--- src/rtl/mips_pkg.sv ---
// Shared encodings for the MIPS datapath.
// Multiply/divide op codes, FSM states and iteration count.
package mips_pkg;

  localparam logic [1:0] MD_MULT  = 2'b00;
  localparam logic [1:0] MD_MULTU = 2'b01;
  localparam logic [1:0] MD_DIV   = 2'b10;
  localparam logic [1:0] MD_DIVU  = 2'b11;

  localparam int MD_ITERS = 32;

  typedef enum logic [1:0] {
    MD_IDLE = 2'd0,
    MD_CALC = 2'd1,
    MD_FIX  = 2'd2
  } md_state_t;

endpackage

--- src/rtl/mul_div_iter.sv ---
// Shared 64-bit accumulator: one shift-add (mul) or
// restoring shift-subtract (div) step per cycle.
module mul_div_iter #(
  parameter int WIDTH = 32
) (
  input  logic               clk,
  input  logic               rst_n,
  input  logic               load,
  input  logic               step,
  input  logic               is_div,
  input  logic [WIDTH-1:0]   a,
  input  logic [WIDTH-1:0]   b,
  output logic [2*WIDTH-1:0] acc
);

  localparam int W2 = 2 * WIDTH;

  logic             div_q;
  logic [WIDTH-1:0] opnd;
  logic [WIDTH:0]   mul_sum;
  logic [W2-1:0]    mul_nx;
  logic [WIDTH:0]   trial;
  logic             fits;
  logic [WIDTH-1:0] rem_sub;
  logic [W2-1:0]    div_nx;

  // mul: acc = {partial, multiplier}, shifted right each step
  assign mul_sum = {1'b0, acc[W2-1:WIDTH]}
                 + {1'b0, (acc[0] ? opnd : '0)};
  assign mul_nx  = {mul_sum, acc[WIDTH-1:1]};

  // div: acc = {remainder, dividend/quotient}, shifted left
  assign trial   = acc[W2-1:WIDTH-1];
  assign fits    = trial >= {1'b0, opnd};
  assign rem_sub = acc[W2-2:WIDTH-1] - opnd;
  assign div_nx  = fits
                 ? {rem_sub, acc[WIDTH-2:0], 1'b1}
                 : {acc[W2-2:0], 1'b0};

  always_ff @(posedge clk or negedge rst_n) begin
    if (!rst_n) begin
      acc   <= '0;
      opnd  <= '0;
      div_q <= 1'b0;
    end else if (load) begin
      div_q <= is_div;
      opnd  <= is_div ? b : a;
      acc   <= {{WIDTH{1'b0}}, (is_div ? a : b)};
    end else if (step) begin
      acc <= div_q ? div_nx : mul_nx;
    end
  end

endmodule

--- src/rtl/mul_div_unit.sv ---
// Iterative MULT/MULTU/DIV/DIVU unit with HI/LO registers.
// Fixed latency: accept, 32 iterations, one fix-up cycle.
module mul_div_unit
  import mips_pkg::*;
#(
  parameter int WIDTH = 32
) (
  input  logic             clk,
  input  logic             rst_n,
  input  logic             start,
  input  logic [1:0]       op,
  input  logic [WIDTH-1:0] a,
  input  logic [WIDTH-1:0] b,
  input  logic             hi_we,
  input  logic             lo_we,
  input  logic [WIDTH-1:0] wdata,
  output logic             busy,
  output logic             done,
  output logic             div_by_zero,
  output logic [WIDTH-1:0] hi,
  output logic [WIDTH-1:0] lo
);

  localparam int         W2   = 2 * WIDTH;
  localparam logic [5:0] LAST = 6'(MD_ITERS - 1);

  md_state_t        state, state_nx;
  logic [5:0]       cnt;
  logic             div_q, neg_q, rneg_q, dbz_q;
  logic             is_div, is_signed;
  logic             sa, sb, accept;
  logic [WIDTH-1:0] a_mag, b_mag;
  logic [W2-1:0]    acc, prod;
  logic [WIDTH-1:0] quo, rem;

  assign is_div    = (op == MD_DIV) || (op == MD_DIVU);
  assign is_signed = (op == MD_MULT) || (op == MD_DIV);
  assign sa        = is_signed & a[WIDTH-1];
  assign sb        = is_signed & b[WIDTH-1];
  assign a_mag     = sa ? -a : a;
  assign b_mag     = sb ? -b : b;

  assign busy   = (state != MD_IDLE);
  assign accept = (state == MD_IDLE) && start;

  mul_div_iter #(.WIDTH(WIDTH)) u_iter (
    .clk    (clk),
    .rst_n  (rst_n),
    .load   (accept),
    .step   (state == MD_CALC),
    .is_div (is_div),
    .a      (a_mag),
    .b      (b_mag),
    .acc    (acc)
  );

  // Divide-by-zero keeps HI = a for free: |a| remains and is re-signed.
  assign prod = neg_q ? -acc : acc;
  assign quo  = dbz_q ? '1
              : (neg_q ? -acc[WIDTH-1:0] : acc[WIDTH-1:0]);
  assign rem  = rneg_q ? -acc[W2-1:WIDTH] : acc[W2-1:WIDTH];

  always_ff @(posedge clk or negedge rst_n) begin
    if (!rst_n) state <= MD_IDLE;
    else        state <= state_nx;
  end

  always_comb begin
    state_nx = state;
    unique case (state)
      MD_IDLE: if (start) state_nx = MD_CALC;
      MD_CALC: if (cnt == LAST) state_nx = MD_FIX;
      MD_FIX:  state_nx = MD_IDLE;
      default: state_nx = MD_IDLE;
    endcase
  end

  always_ff @(posedge clk or negedge rst_n) begin
    if (!rst_n) begin
      cnt         <= '0;
      div_q       <= 1'b0;
      neg_q       <= 1'b0;
      rneg_q      <= 1'b0;
      dbz_q       <= 1'b0;
      done        <= 1'b0;
      div_by_zero <= 1'b0;
      hi          <= '0;
      lo          <= '0;
    end else begin
      done        <= 1'b0;
      div_by_zero <= 1'b0;
      unique case (1'b1)
        accept: begin
          cnt    <= '0;
          div_q  <= is_div;
          neg_q  <= sa ^ sb;
          rneg_q <= sa;
          dbz_q  <= is_div && (b == '0);
        end
        (state == MD_CALC): cnt <= cnt + 6'd1;
        (state == MD_FIX): begin
          done        <= 1'b1;
          div_by_zero <= dbz_q;
          if (div_q) begin
            hi <= rem;
            lo <= quo;
          end else begin
            {hi, lo} <= prod;
          end
        end
        default: begin
          if (hi_we) hi <= wdata;
          if (lo_we) lo <= wdata;
        end
      endcase
    end
  end

endmodule

--- config.mk ---
export PLATFORM = sky130hd
export DESIGN_NAME = mul_div_unit
export DESIGN_NICKNAME = d
export VERILOG_FILES = /design/src/rtl/mips_pkg.sv /design/src/rtl/mul_div_iter.sv /design/src/rtl/mul_div_unit.sv
export SDC_FILE = /design/constraint.sdc
export NUM_CORES = 1
export LEC_CHECK = 0
export CORE_MARGIN = 1
export CORE_UTILIZATION = 58
export CTS_CLUSTER_SIZE = 8
export DETAILED_ROUTE_END_ITERATION = 6
export PLACE_DENSITY_LB_ADDON = 0.1
export REMOVE_ABC_BUFFERS = 1
export SLEW_MARGIN = 20
export SYNTH_ARGS = -nofsm -noshare
export SYNTH_HDL_FRONTEND = slang
export SYNTH_SLANG_ARGS = --single-unit
--- constraint.sdc ---
create_clock -name clk -period 4.3 [get_ports clk]
set_input_delay 0.86 -clock clk [delete_from_list [all_inputs] [get_ports clk]]
set_output_delay 0.86 -clock clk [all_outputs]
set_load 0.01 [all_outputs]
==> key figures, run 1 <==
Logic synthesis
  • Ys flop type: dfrtp_1
  • Post-synthesis cell count: 1940
  • Asr flop ratio synth: 1.00
  • Synth Area in Simple Gates: 0.197
  • Main combinational cell family by area after synthesis: compound AO/OA/AOI/OAI gates
  • Sequential area share after synthesis: 0.291
  • Mapped Avg Cell Area: 7.72 µm²
  • Syn. warnings: 0
  • Synth Area in Adders: 0.0603
  • Seq cells post-synth: 174
  • Synth unique cells: 73
  • XOR/XNOR Fraction of Synth Area: 0.0947
  • Synth Cell Area: between 10000 and 15000 µm²
  • Post-synthesis compound-gate area fraction: 0.279
  • Post-synthesis mux area share: 0.0329
  • Number of synthesized flops with an enable pin: 0

STA
  • Setup TNS: 0 ns
  • Fin. max-slew vios: 0
  • RSZ-0062 raised after global routing: false
  • Final setup vio count: 0
  • Final Hold Viols: 0
  • Clock Skew: 0.0227 ns
  • Crit path time final: 3.79 ns
  • Period Utilization, post-route: 0.880
  • F_max: 264 MHz
  • Max_slew headroom: 0.253
  • Worst slew pin tran: 1.12 ns

GRT
  • Overflow after GRT: 0
  • Initial antenna violation count: 0
  • Largest net degree at the start of global routing: 91
  • First-pass GRT wire length: 83.0 mm
  • Number of global-route vias before repair: between 10000 and 15000
  • GR Util All Layers: 0.410

Clocking
  • Clock Tree Root: clkbuf_16
  • Latest clock arrival within the worst-skew pair: roughly 0.47 ns
  • CTS Hold Bufs: 0
  • Buffer count from post-CTS setup fixing: 0
  • Total CTS buffers: 17
  • Clk sinks: 174
  • Post-CTS Resized: 0
  • Clk pin slew, worst setup/hold paths: 0.08 ns
  • Clock buffer depth: 2
  • H-tree Lvls: 4
  • CTS tree: done

Final layout
  • Antenna Cells: 0
  • Share of cells above drive strength 1: 0.0569
  • Fillers: 2087
  • Most frequent cells in the layout: 212 x o21ai_0, 205 x nand2_1, 181 x a21oi_1
  • Commonest non-fill, non-tap cell in the layout: o21ai_0
  • Final nets: 2234
  • Non-filler cells, final: between 2000 and 2500
  • Area growth from synthesis to layout: 18.3%

Worst setup path
  • WS Path Type: register to register
  • Reg2reg end: hi[20]
  • R2R Path Start: u_iter.acc[0]
  • Crit-path max cell delay: 0.54 ns
  • Crit-path cells: inv_1 -> buf_4 -> ha_1 -> nand2b_1 -> nor2_1 -> nand4_1 -> or4_4 -> a21oi_2 -> a31oi_1 -> nor4b_4 -> mux2i_1 -> o21ai_1
  • CP Data Arrival Time: 4.12 ns
  • Crit path launch type: register
  • Worst-path fanout max: 23
  • Critical path required time: 4.64 ns
  • Critical Path Sink Type: register
  • Worst path slowest cell: or4_4
  • Worst r2r path cells: 12
  • R2R setup slack: 0.51 ns

Drt
  • Router iterations before antenna repair: 6
  • Via count: roughly 16000
  • DRT Wirelength: 54.3 mm
  • Vias per cell: 6.73
  • DRC Markers: 0
  • WL/cell: 22.6 µm
  • Starting DRC count in detailed routing: between 1500 and 2000
  • Routed Antenna Nets: 0

Placed design
  • Post-DP HPWL: a little over 40 mm
  • I/O Buffers: about 170
  • Post-Place Cells: 2371
  • Final GP Congestion: between 1 and 1.5

Power
  • VDD IR-drop max: 0.000598 V
  • Pleak: 7.29 nW
  • Design Power: 14.3 mW
  • Pwr Density: 804 nW/µm²

Floorplan
  • # rows: 58
  • Top-level port count: 170
  • Width of the die: 163 µm
  • Die Y: roughly 160 µm
  • Core box area: between 20000 and 30000 µm²
  • Starting Density: 0.593
  • Die ar.: between 20000 and 30000 µm²

Run status
  • Status: finished clean

Run
  • Max cap viols: 0

Min path
  • Worst Hold Class: primary input to async pin
[flip-flops by register name, summed over array words and instances (netlist names)]
| register | flops |
|---|---|
| u_iter.acc | 64 |
| hi | 32 |
| lo | 32 |
| u_iter.opnd | 32 |
| cnt | 6 |
| state | 2 |
| dbz_q | 1 |
| div_by_zero | 1 |
| done | 1 |
| neg_q | 1 |
| rneg_q | 1 |
| u_iter.div_q | 1 |
[worst max-delay path by stage]
stage	startpoint	slack, ns	depth (start not counted)	end
2_1_floorplan	state[1]	-1.18	4	lo[0]
3_3_place_gp	b[8]	0.45	10	u_iter.acc[26]
3_5_place_dp	b[8]	0.45	10	u_iter.acc[25]
4_1_cts	u_iter.acc[40]	0.65	12	u_iter.acc[40]
5_1_grt	u_iter.acc[0]	0.35	12	hi[20]
6_report	u_iter.acc[0]	0.51	12	hi[20]
[layout make-up]
| cell class | count | area, µm² | area share |
|---|---|---|---|
| multi-input cells | 1587 | 9980 | 0.563 |
| flip-flops and latches | 174 | 4360 | 0.246 |
| repair buffers | 221 | 2100 | 0.119 |
| clock buffers | 17 | 425 | 0.0240 |
| well taps | 330 | 413 | 0.0233 |
| inverters | 59 | 221 | 0.0125 |
| clock inverters | 15 | 215 | 0.0121 |
[metal layers]
metal	GRT usage	vias to the layer above	wire (µm)	part of all wire
met1	0.563	7607	22200	0.41
met2	0.611	1060	23200	0.43
met3	0.0787	208	5780	0.11
li1	-	7298	-	-
met4	0.214	0	3130	0.058
met5	0	-	0	0
[stage by stage]
step	instance area, µm²	hold WS [ns]	setup WS, ns	util
2_1_floorplan	14500	0.450	-1.18	-
3_3_place_gp	17100	0.460	0.451	0.676
3_5_place_dp	17100	0.470	0.450	0.676
4_1_cts	17700	0.491	0.650	0.702
5_1_grt	17700	0.512	0.352	0.702
6_report	17700	0.441	0.514	0.702
[cells in the mapped netlist, types with 28 or more instances]
master	instances	share of area
inv_1	59	0.015
mux2i_1	47	0.031
o22ai_1	38	0.016
o211ai_1	56	0.028
o31ai_1	34	0.017
a21oi_1	181	0.060
nand3_1	42	0.014
clkbuf_1	98	0.025
nor3_1	35	0.012
or3_1	28	0.012
o21ai_0	213	0.071
ha_1	69	0.058
nand2_1	207	0.052
xor2_1	56	0.033
nor2_1	165	0.041
xnor2_1	106	0.062
dfrtp_1	174	0.29
[cell families (layout without fill, tap and decap cells)]
kind of cell,Yosys count,in the layout
muxes,49,49
and+or+nand+nor,622,622
xor gates and xnor gates,162,162
buffers and inverters,179,312
adders and majority gates,71,71
AOI/OAI and AO/OA,683,683
DFF,174,174
[worst max-delay path: cells and delay by family, from the launching register on]
family                   cells  cell delay [ns]
AO/OA/AOI/OAI                3             0.34
adder cells (fa/ha/maj)      1             0.37
buffers and inverters        2             0.51
flip-flops                   1             0.46
multiplexers                 1             0.23
AND/OR/NAND/NOR              5             1.73
[report_power, final]
part           total, mW  switching (mW)  internal, mW
logic               9.29            5.36          3.93
registers           3.24           0.958          2.28
clock network       1.73           0.910         0.820
total               14.3            7.23          7.03
(Power assumes the default switching activity.)
==> inputs of run 2 (changes only) <==
--- a/config.mk
+++ b/config.mk
@@ -5,6 +5,8 @@
 export SDC_FILE = /design/constraint.sdc
 export NUM_CORES = 1
 export LEC_CHECK = 0
+export ABC_CLOCK_PERIOD_IN_PS = 4300
+export CAP_MARGIN = 20
 export CORE_MARGIN = 1
 export CORE_UTILIZATION = 58
 export CTS_CLUSTER_SIZE = 8
==> results of run 2 <==
Same layout as run 1: the final DEF is identical, and so are final timing and power.
